===== config.mk =====
export PLATFORM = sky130hd
export DESIGN_NAME = pipe_stage_skid_flat
export DESIGN_NICKNAME = d
export VERILOG_FILES = /design/src/rtl/pipe_stage_skid_if.sv /design/src/rtl/pipe_stage_skid.sv /design/src/flat_wrapper.sv
export SDC_FILE = /design/constraint.sdc
export NUM_CORES = 1
export LEC_CHECK = 0
export ABC_AREA = 1
export BUFFER_PORTS_ARGS = -buffer_cell sky130_fd_sc_hd__buf_2
export CORE_ASPECT_RATIO = 0.75
export CORE_MARGIN = 5
export CORE_UTILIZATION = 54
export DETAILED_ROUTE_END_ITERATION = 10
export MAX_ROUTING_LAYER = met4
export PLACE_DENSITY = 0.9
export SLEW_MARGIN = 20
export SYNTH_ARGS = -nofsm -noshare
export SYNTH_HDL_FRONTEND = slang
export SYNTH_SLANG_ARGS = --single-unit

===== constraint.sdc =====
create_clock -name clk -period 10.6 [get_ports clk]
set_input_delay 0.53 -clock clk [delete_from_list [all_inputs] [get_ports clk]]
set_output_delay 0.53 -clock clk [all_outputs]
set_load 0.03 [all_outputs]

===== src/rtl/pipe_stage_skid_if.sv =====
`default_nettype none
// ============================================================================
// Module      : pipe_stage_skid_if
// Description : Handshake bundle for the two-entry elastic pipeline stage.
//               Carries the upstream beat (in_*), the downstream beat
//               (out_*), the synchronous flush and the occupancy readout.
//               slave  : view of the stage itself.
//               master : view of the surrounding logic / testbench.
// Revision    : 1.0 - initial release
// ============================================================================
interface pipe_stage_skid_if #(
  parameter int CTRL_W = 8,
  parameter int DATA_W = 128
) ();

  logic              flush;
  logic              in_valid;
  logic              in_ready;
  logic [CTRL_W-1:0] in_ctrl;
  logic [DATA_W-1:0] in_data;
  logic              out_valid;
  logic              out_ready;
  logic [CTRL_W-1:0] out_ctrl;
  logic [DATA_W-1:0] out_data;
  logic [1:0]        occupancy;

  modport slave (
    input  flush,
    input  in_valid,
    output in_ready,
    input  in_ctrl,
    input  in_data,
    output out_valid,
    input  out_ready,
    output out_ctrl,
    output out_data,
    output occupancy
  );

  modport master (
    output flush,
    output in_valid,
    input  in_ready,
    output in_ctrl,
    output in_data,
    input  out_valid,
    output out_ready,
    input  out_ctrl,
    input  out_data,
    input  occupancy
  );

endinterface
`default_nettype wire


===== src/rtl/pipe_stage_skid.sv =====
`default_nettype none
// ============================================================================
// Module      : pipe_stage_skid
// Description : Two-entry elastic pipeline register (main + skid entry).
//               in_ready and out_valid are both registered, so there is no
//               combinational path from out_ready to in_ready. Full
//               throughput of one beat per cycle while out_ready is high.
//               The control field is zero whenever an entry holds a bubble.
// Ports       : clk        - clock, rising edge
//               reset      - asynchronous, active-high
//               bus        - pipe_stage_skid_if.slave (flush, in_*, out_*,
//                            occupancy)
//               stall_cnt  - [PIPE_STAGE_PERF_EN only] cycles with
//                            out_valid=1 and out_ready=0, saturating
//               bubble_cnt - [PIPE_STAGE_PERF_EN only] cycles with
//                            out_valid=0 and flush=0, saturating
// Options     : define PIPE_STAGE_PERF_EN to add the performance counters.
// Revision    : 1.0 - initial release
// ============================================================================
module pipe_stage_skid #(
  parameter int CTRL_W = 8,
  parameter int DATA_W = 128
) (
  input  logic                  clk,
  input  logic                  reset,
  pipe_stage_skid_if.slave      bus
`ifdef PIPE_STAGE_PERF_EN
  ,
  output logic [31:0]           stall_cnt,
  output logic [31:0]           bubble_cnt
`endif
);

  typedef enum logic [1:0] {
    S_EMPTY = 2'd0,
    S_ONE   = 2'd1,
    S_TWO   = 2'd2
  } state_e;

  state_e            state_q, state_d;
  logic              in_ready_q, in_ready_d;
  logic              out_valid_q, out_valid_d;
  logic [CTRL_W-1:0] main_ctrl_q, main_ctrl_d;
  logic [DATA_W-1:0] main_data_q, main_data_d;
  logic [CTRL_W-1:0] skid_ctrl_q, skid_ctrl_d;
  logic [DATA_W-1:0] skid_data_q, skid_data_d;

  logic accept;
  logic consume;

  assign accept  = bus.in_valid & in_ready_q;
  assign consume = out_valid_q & bus.out_ready;

  // --------------------------------------------------------------------------
  // State register
  // --------------------------------------------------------------------------
  always_ff @(posedge clk or posedge reset) begin
    if (reset) begin
      state_q     <= S_EMPTY;
      in_ready_q  <= 1'b0;
      out_valid_q <= 1'b0;
      main_ctrl_q <= '0;
      main_data_q <= '0;
      skid_ctrl_q <= '0;
      skid_data_q <= '0;
    end else begin
      state_q     <= state_d;
      in_ready_q  <= in_ready_d;
      out_valid_q <= out_valid_d;
      main_ctrl_q <= main_ctrl_d;
      main_data_q <= main_data_d;
      skid_ctrl_q <= skid_ctrl_d;
      skid_data_q <= skid_data_d;
    end
  end

  // --------------------------------------------------------------------------
  // Next-state logic
  // --------------------------------------------------------------------------
  always_comb begin
    state_d     = state_q;
    main_ctrl_d = main_ctrl_q;
    main_data_d = main_data_q;
    skid_ctrl_d = skid_ctrl_q;
    skid_data_d = skid_data_q;

    if (bus.flush) begin
      // Kill everything held, including a beat accepted this same cycle.
      // Data is left in place; only the control fields become bubbles.
      state_d     = S_EMPTY;
      main_ctrl_d = '0;
      skid_ctrl_d = '0;
    end else begin
      unique case (state_q)
        S_EMPTY: begin
          if (accept) begin
            main_ctrl_d = bus.in_ctrl;
            main_data_d = bus.in_data;
            state_d     = S_ONE;
          end
        end
        S_ONE: begin
          if (accept && consume) begin
            main_ctrl_d = bus.in_ctrl;
            main_data_d = bus.in_data;
          end else if (accept) begin
            // Downstream stalled: park the new beat behind the head.
            skid_ctrl_d = bus.in_ctrl;
            skid_data_d = bus.in_data;
            state_d     = S_TWO;
          end else if (consume) begin
            main_ctrl_d = '0;
            state_d     = S_EMPTY;
          end
        end
        S_TWO: begin
          // in_ready is low here, so only a consume can happen.
          if (consume) begin
            main_ctrl_d = skid_ctrl_q;
            main_data_d = skid_data_q;
            skid_ctrl_d = '0;
            state_d     = S_ONE;
          end
        end
        default: begin
          state_d     = S_EMPTY;
          main_ctrl_d = '0;
          skid_ctrl_d = '0;
        end
      endcase
    end

    // Registered handshake outputs are the decode of the next state.
    in_ready_d  = (state_d != S_TWO);
    out_valid_d = (state_d != S_EMPTY);
  end

  assign bus.in_ready  = in_ready_q;
  assign bus.out_valid = out_valid_q;
  assign bus.out_ctrl  = main_ctrl_q;
  assign bus.out_data  = main_data_q;
  assign bus.occupancy = state_q;

`ifdef PIPE_STAGE_PERF_EN
  // --------------------------------------------------------------------------
  // Saturating performance counters, cleared only by reset
  // --------------------------------------------------------------------------
  logic [31:0] stall_cnt_q;
  logic [31:0] bubble_cnt_q;

  always_ff @(posedge clk or posedge reset) begin
    if (reset) begin
      stall_cnt_q  <= '0;
      bubble_cnt_q <= '0;
    end else begin
      if (out_valid_q && !bus.out_ready && (stall_cnt_q != 32'hFFFF_FFFF)) begin
        stall_cnt_q <= stall_cnt_q + 32'd1;
      end
      if (!out_valid_q && !bus.flush && (bubble_cnt_q != 32'hFFFF_FFFF)) begin
        bubble_cnt_q <= bubble_cnt_q + 32'd1;
      end
    end
  end

  assign stall_cnt  = stall_cnt_q;
  assign bubble_cnt = bubble_cnt_q;
`endif

endmodule
`default_nettype wire


===== src/flat_wrapper.sv =====
// flat-port wrapper written by rule: the top's interface ports become plain ports
module pipe_stage_skid_flat 
#(
  parameter int CTRL_W = 8,
  parameter int DATA_W = 128
)
  (clk, reset, bus_flush, bus_in_valid, bus_in_ready, bus_in_ctrl, bus_in_data, bus_out_valid, bus_out_ready, bus_out_ctrl, bus_out_data, bus_occupancy);
  pipe_stage_skid_if #(.CTRL_W(CTRL_W), .DATA_W(DATA_W)) bus_i ();
  input  logic clk;
  input  logic reset;
  input wire logic [$bits(bus_i.flush)-1:0] bus_flush;
  input wire logic [$bits(bus_i.in_valid)-1:0] bus_in_valid;
  output wire logic [$bits(bus_i.in_ready)-1:0] bus_in_ready;
  input wire logic [$bits(bus_i.in_ctrl)-1:0] bus_in_ctrl;
  input wire logic [$bits(bus_i.in_data)-1:0] bus_in_data;
  output wire logic [$bits(bus_i.out_valid)-1:0] bus_out_valid;
  input wire logic [$bits(bus_i.out_ready)-1:0] bus_out_ready;
  output wire logic [$bits(bus_i.out_ctrl)-1:0] bus_out_ctrl;
  output wire logic [$bits(bus_i.out_data)-1:0] bus_out_data;
  output wire logic [$bits(bus_i.occupancy)-1:0] bus_occupancy;
  assign bus_i.flush = bus_flush;
  assign bus_i.in_valid = bus_in_valid;
  assign bus_in_ready = bus_i.in_ready;
  assign bus_i.in_ctrl = bus_in_ctrl;
  assign bus_i.in_data = bus_in_data;
  assign bus_out_valid = bus_i.out_valid;
  assign bus_i.out_ready = bus_out_ready;
  assign bus_out_ctrl = bus_i.out_ctrl;
  assign bus_out_data = bus_i.out_data;
  assign bus_occupancy = bus_i.occupancy;
  pipe_stage_skid #(.CTRL_W(CTRL_W), .DATA_W(DATA_W)) u_core (.clk(clk), .reset(reset), .bus(bus_i));
endmodule

* Yosys cells after proc, flatten, opt, wreduce, memory -nomap -nowiden *
Index checks and enable logic that the tools add are counted.

storage, ports and cells
  output and inout port bits = 140
  logic and storage cells = 53
  bits in registers = 276

operators by class
  equal/unequal tests = 13
  bitwise operators = 4
  reductions and logical operators = 8
  multiplexer cells = 21

operators with widths
  kind                                                 count
  2-to-1 mux 128 bit                                   3
  one-hot mux 128 bit (3 select lines)                 1
  2-to-1 mux 8 bit                                     8
  one-hot mux 8 bit (3 select lines)                   2
  2-to-1 mux 2 bit                                     6
  AND reduction 4 bit                                  3
  != test 3 x 2 -> 1 bit, second input constant        3
  != test 2 x 1 -> 1 bit, second input constant        3
  one-hot mux 2 bit (3 select lines)                   1
  AND reduction 5 bit                                  1
  != test 2 bit, second input constant                 2
  != test 4 x 2 -> 1 bit, second input constant        1
  != test 4 bit, second input constant                 1
  != test 3 bit, second input constant                 1
  nonzero test 3 bit                                   1
  AND 1 bit                                            2
  equality test 2 x 1 -> 1 bit, second input constant  1
  equality test 2 bit, second input constant           1
  logical NOT 2 bit                                    1
  inverter 1 bit                                       2
  nonzero test 2 bit                                   1
  logical AND 1 bit                                    1

* Depth between registers and ports, before layout *
  word-level depth = 7
  depth in mapped cells = 8

* Worst setup path after synthesis *
No wires, ideal clock.

  kind = reg-to-reg
  from = reg u_core.state_q[1] (netlist: u_core.bus.occupancy[1])
  to = reg u_core.skid_data_q[0]
  buffers on the path = 2
  path slack = 9.000 ns
  arrival time = 1.479 ns
  stages on the path, launching flop included = 9
  period minus slack after synthesis = 1.600 ns
  path through = dfrtp_1 -> inv_1 -> nand2_2 -> nor2_4 -> nand3_4 -> buf_2 -> buf_6 -> nand2_1 -> o21ai_1

on the way
  longest elaborated chain between the ends = 2

ends and longest elaborated chain
  item                                  line                   text
  start, declared                       pipe_stage_skid.sv:40  state_e state_q, state_d;
  start signal, assigned                pipe_stage_skid.sv:67  state_q <= state_d;
  equality test 2 x 1 -> 1 bit          pipe_stage_skid.sv:94  unique case (state_q)
  AND reduction 4 bit (no source line)  --
  end signal, assigned                  pipe_stage_skid.sv:73  skid_data_q <= skid_data_d;
  end, declared                         pipe_stage_skid.sv:46  logic [DATA_W-1:0] skid_data_q, skid_data_d;

Every way passes these cells.
A chain may end at the register's enable or synchronous reset.

* Worst setup path after layout *
  from = reg u_core.state_q[1] (netlist: u_core.bus.occupancy[1])
  to = reg u_core.main_data_q[124] (netlist: u_core.bus.out_data[124])

on the way
  longest elaborated chain between the ends = 3
  elaborated cells on any way between the ends = 9
  classes of those cells = eq/ne: 5; mux: 1; reduce/logical: 3

ends and longest elaborated chain
  item                                                                                  line                   text
  equality test 2 bit, or another cell as far along                                     pipe_stage_skid.sv:94
  != test 2 x 1 -> 1 bit (no source line) / nonzero test 3 bit (equally long branches)  --
  AND reduction 5 bit (no source line)                                                  --
  end signal, assigned                                                                  pipe_stage_skid.sv:71  main_data_q <= main_data_d;
  end, declared                                                                         pipe_stage_skid.sv:44  logic [DATA_W-1:0] main_data_q, main_data_d;

Parallel ways exist; a longest one is shown, timed or not.

==> flow_summary.toml <==
[critical_path]
end_kind = "flip-flop"
r2r_setup_slack_ns = 7.06
worstPathArrival_ns = 3.98
slowest_stage = "buf_4"
cp.required_ns = 11.04
path_max_fanout = 93
start_kind = "flip-flop"
crit_type = "flip-flop to flip-flop"
path_cells = "nor2_4 > inv_2 > nand2_1 > nand3_4 > buf_4 > buf_4 > nand2_1 > o21ai_1"
slowest_delay_ns = 0.84
crit_start = "u_core.bus.occupancy[1]"
timing.rr.start = "u_core.bus.occupancy[1]"

[synthesis]
yosys_warnings = 0
synth.distinct_cells = 21
syn_nets = 1524
synth_area_leaders = "dfrtp_1, nand2_1, o21ai_1"
netlist.area_leader.share = 0.5759
synth.ff_latch_count = 276
synth_top_cell_by_area = "dfrtp_1"
synth_area_mm2 = 0.01199
yosysSeqAreaShare = 0.5759
postSynthCellCount = 1383
avgSynthCellArea_um2 = 8.672

[final_layout]
fin_nets = 1757
drive_gt1_frac = 0.2089
n_fill_cell = 1722
synthToLayoutAreaGrowth_pct = 17.99

[floorplanning]
die-area_mm2 = 0.02532
initial_core_util = 0.5467
die_x_um = 182.1
io-pin-count = 281
core-area_mm2 = 0.02193
rows = 47
die_h_um = 139.1

[clocking]
cts_resized = 0
clk_transition_reported_paths_ns = 0.06
cts_tree = "done"
htree_levels = 1
postCtsSetupRepairBufs = 0
cts-root-buf = "clkbuf_16"
clk_latency_ns = 0.52
cts_buffers = 28
cts_hold_buf = 0
clockBufferDepth = 3
clkSinkCount = 276

[sta]
finalCriticalPeriod_ns = 3.542
fin_skew_ns = 0.009464
fmax_mhz = 282.3
relSlewSlack = 0.3262
tns_ns = 0
slew_viol_final = 0
rsz0062_at_grt = "no"
setup_slack_ns = 7.058
post-route-period-util = 0.3341
worstMarginPinSlew_ns = 1.011
finalHoldViolations = 0
setup-violations-final = 0

[grt]
antenna_found_initial = 1
gr-max-usage-layer = "met2"
use_met3 = 0.03435
grt_pass1_wl_um = 47910
met1_usage = 0.3056
met2_usage = 0.3683
grt_usage = 0.2280
grt_pass1_vias = 9702
grt_max_degree = 135
grt_overflow = 0

[flow_run]
maxCapViolCount = 0

[placement]
place.detailed.hpwl_um = 18930
place_congestion = 0.8742
pre_cts_slack_ns = 6.993
port_buffers = 280

[power]
power_leakage_nw = 7.835
power_density_mw_per_mm2 = 306.6
ir_worst_vdd_v = 0.0001800

[detailed_routing]
drt_iter0_drc = 987
drc = 0
drtPass1Iterations = 9
wire_per_inst_um = 14.84
wl_um = 28670
routed-via-count = 10040
ant_nets = 0
drt-vias-per-instance = 5.197

[hold_path]
min_path_type = "input pin to async pin"

[status]
status = "completed"
## per-stage QoR
| stage | power [W] | area [um2] | utilization | hold WS, ns | std cells |
|---|---|---|---|---|---|
| floorplan | 0.002864 | 11990 | - | 0.4422 | 1383 |
| global placement | 0.003249 | 13180 | 0.6008 | 0.4588 | 1880 |
| detailed placement | 0.003324 | 13180 | 0.6008 | 0.4618 | 1880 |
| CTS | 0.004364 | 14140 | 0.6448 | 0.2356 | 1931 |
| global route | 0.004609 | 14150 | 0.6451 | 0.2462 | 1932 |
| finish | 0.004338 | 14150 | 0.6451 | 0.2242 | 1932 |
## synth_stat cells
master    instances
nand3_4           1
buf_4             3
nand3_2           1
buf_6            41
a22oi_1           1
nor2_4            2
nand2_2           3
dfrtp_1         276
nand3b_1          7
inv_1           137
clkinv_1          1
o21ai_1         228
nand2_1         459
inv_2             1
a21oi_1           1
o21ai_0         157
buf_2            24
nor2_1            4
clkbuf_1         16
nand3_1          19
nor2_2            1
## where the power goes
| part | leakage (nW) | internal [W] | total [W] | switching, W |
|---|---|---|---|---|
| combinational | 3.91 | 0.000449 | 0.00150 | 0.00105 |
| clock | 0.481 | 0.000621 | 0.00102 | 0.000399 |
| sequential | 3.45 | 0.00154 | 0.00182 | 0.000280 |
| total | 7.83 | 0.00261 | 0.00434 | 0.00173 |
## cells by family after synthesis
| family | after synthesis | synth area share |
|---|---|---|
| AO/OA/AOI/OAI | 387 | 0.1617 |
| buffers and inverters | 223 | 0.09890 |
| flip-flops | 276 | 0.5759 |
| AND/OR/NAND/NOR | 497 | 0.1635 |
## routing by layer
layer | share of wire | vias up
met4 | 0.025 | 0
met2 | 0.49 | 351
li1 | - | 4886
met3 | 0.063 | 59
met1 | 0.42 | 4744
met5 | 0 | -
## layout by cell type, fill, tap and decap left out, drive strengths merged
| cell type | n |
|---|---|
| buf | 287 |
| clkbuf | 42 |
| nand3b | 7 |
| clkinv | 7 |
| a21oi | 1 |
| nand2 | 462 |
| bufinv | 3 |
| o21ai | 385 |
| nand3 | 21 |
| dfrtp | 276 |
| diode | 1 |
| inv | 138 |
| nor2 | 7 |
| a22oi | 1 |
## worst max-delay path, delay by kind of cell (launching register included)
family          cells  cell delay (ns)
simple gates        4             0.99
compound gates      1             0.13
buf+inv             3             1.74
flops               1             0.54
## final timing paths
| check | end | depth (start not counted) |
|---|---|---|
| setup / recovery | u_core.bus.out_data[124] | 8 |
| hold / removal | u_core.bus.out_data[33] | 2 |
| setup reg to reg | u_core.bus.out_data[124] | 8 |
| hold reg to reg | u_core.bus.out_ctrl[3] | 2 |
| max in group asynchronous | u_core.skid_data_q[103] | 3 |
| min in group clk | u_core.skid_data_q[34] | 3 |
## state kept, by name, summed over array words and instances, names as in the netlist
register,cells
u_core.skid_ctrl_q,8
u_core.bus.out_data,128
u_core.bus.out_valid,1
u_core.bus.occupancy,2
u_core.skid_data_q,128
u_core.bus.in_ready,1
u_core.bus.out_ctrl,8
## cell type report
class | instances | area, um2 | share of cell area
antenna | 1 | 2.502 | 0.0001769
clock buffer | 42 | 844.6 | 0.05969
clock inverter | 9 | 120.1 | 0.008489
inverter | 139 | 529.3 | 0.03740
multi-input combinational | 884 | 3921 | 0.2771
sequential | 276 | 6907 | 0.4881
tap | 294 | 367.9 | 0.02600
timing repair buffer | 287 | 1458 | 0.1030
(Power assumes the default switching activity.)
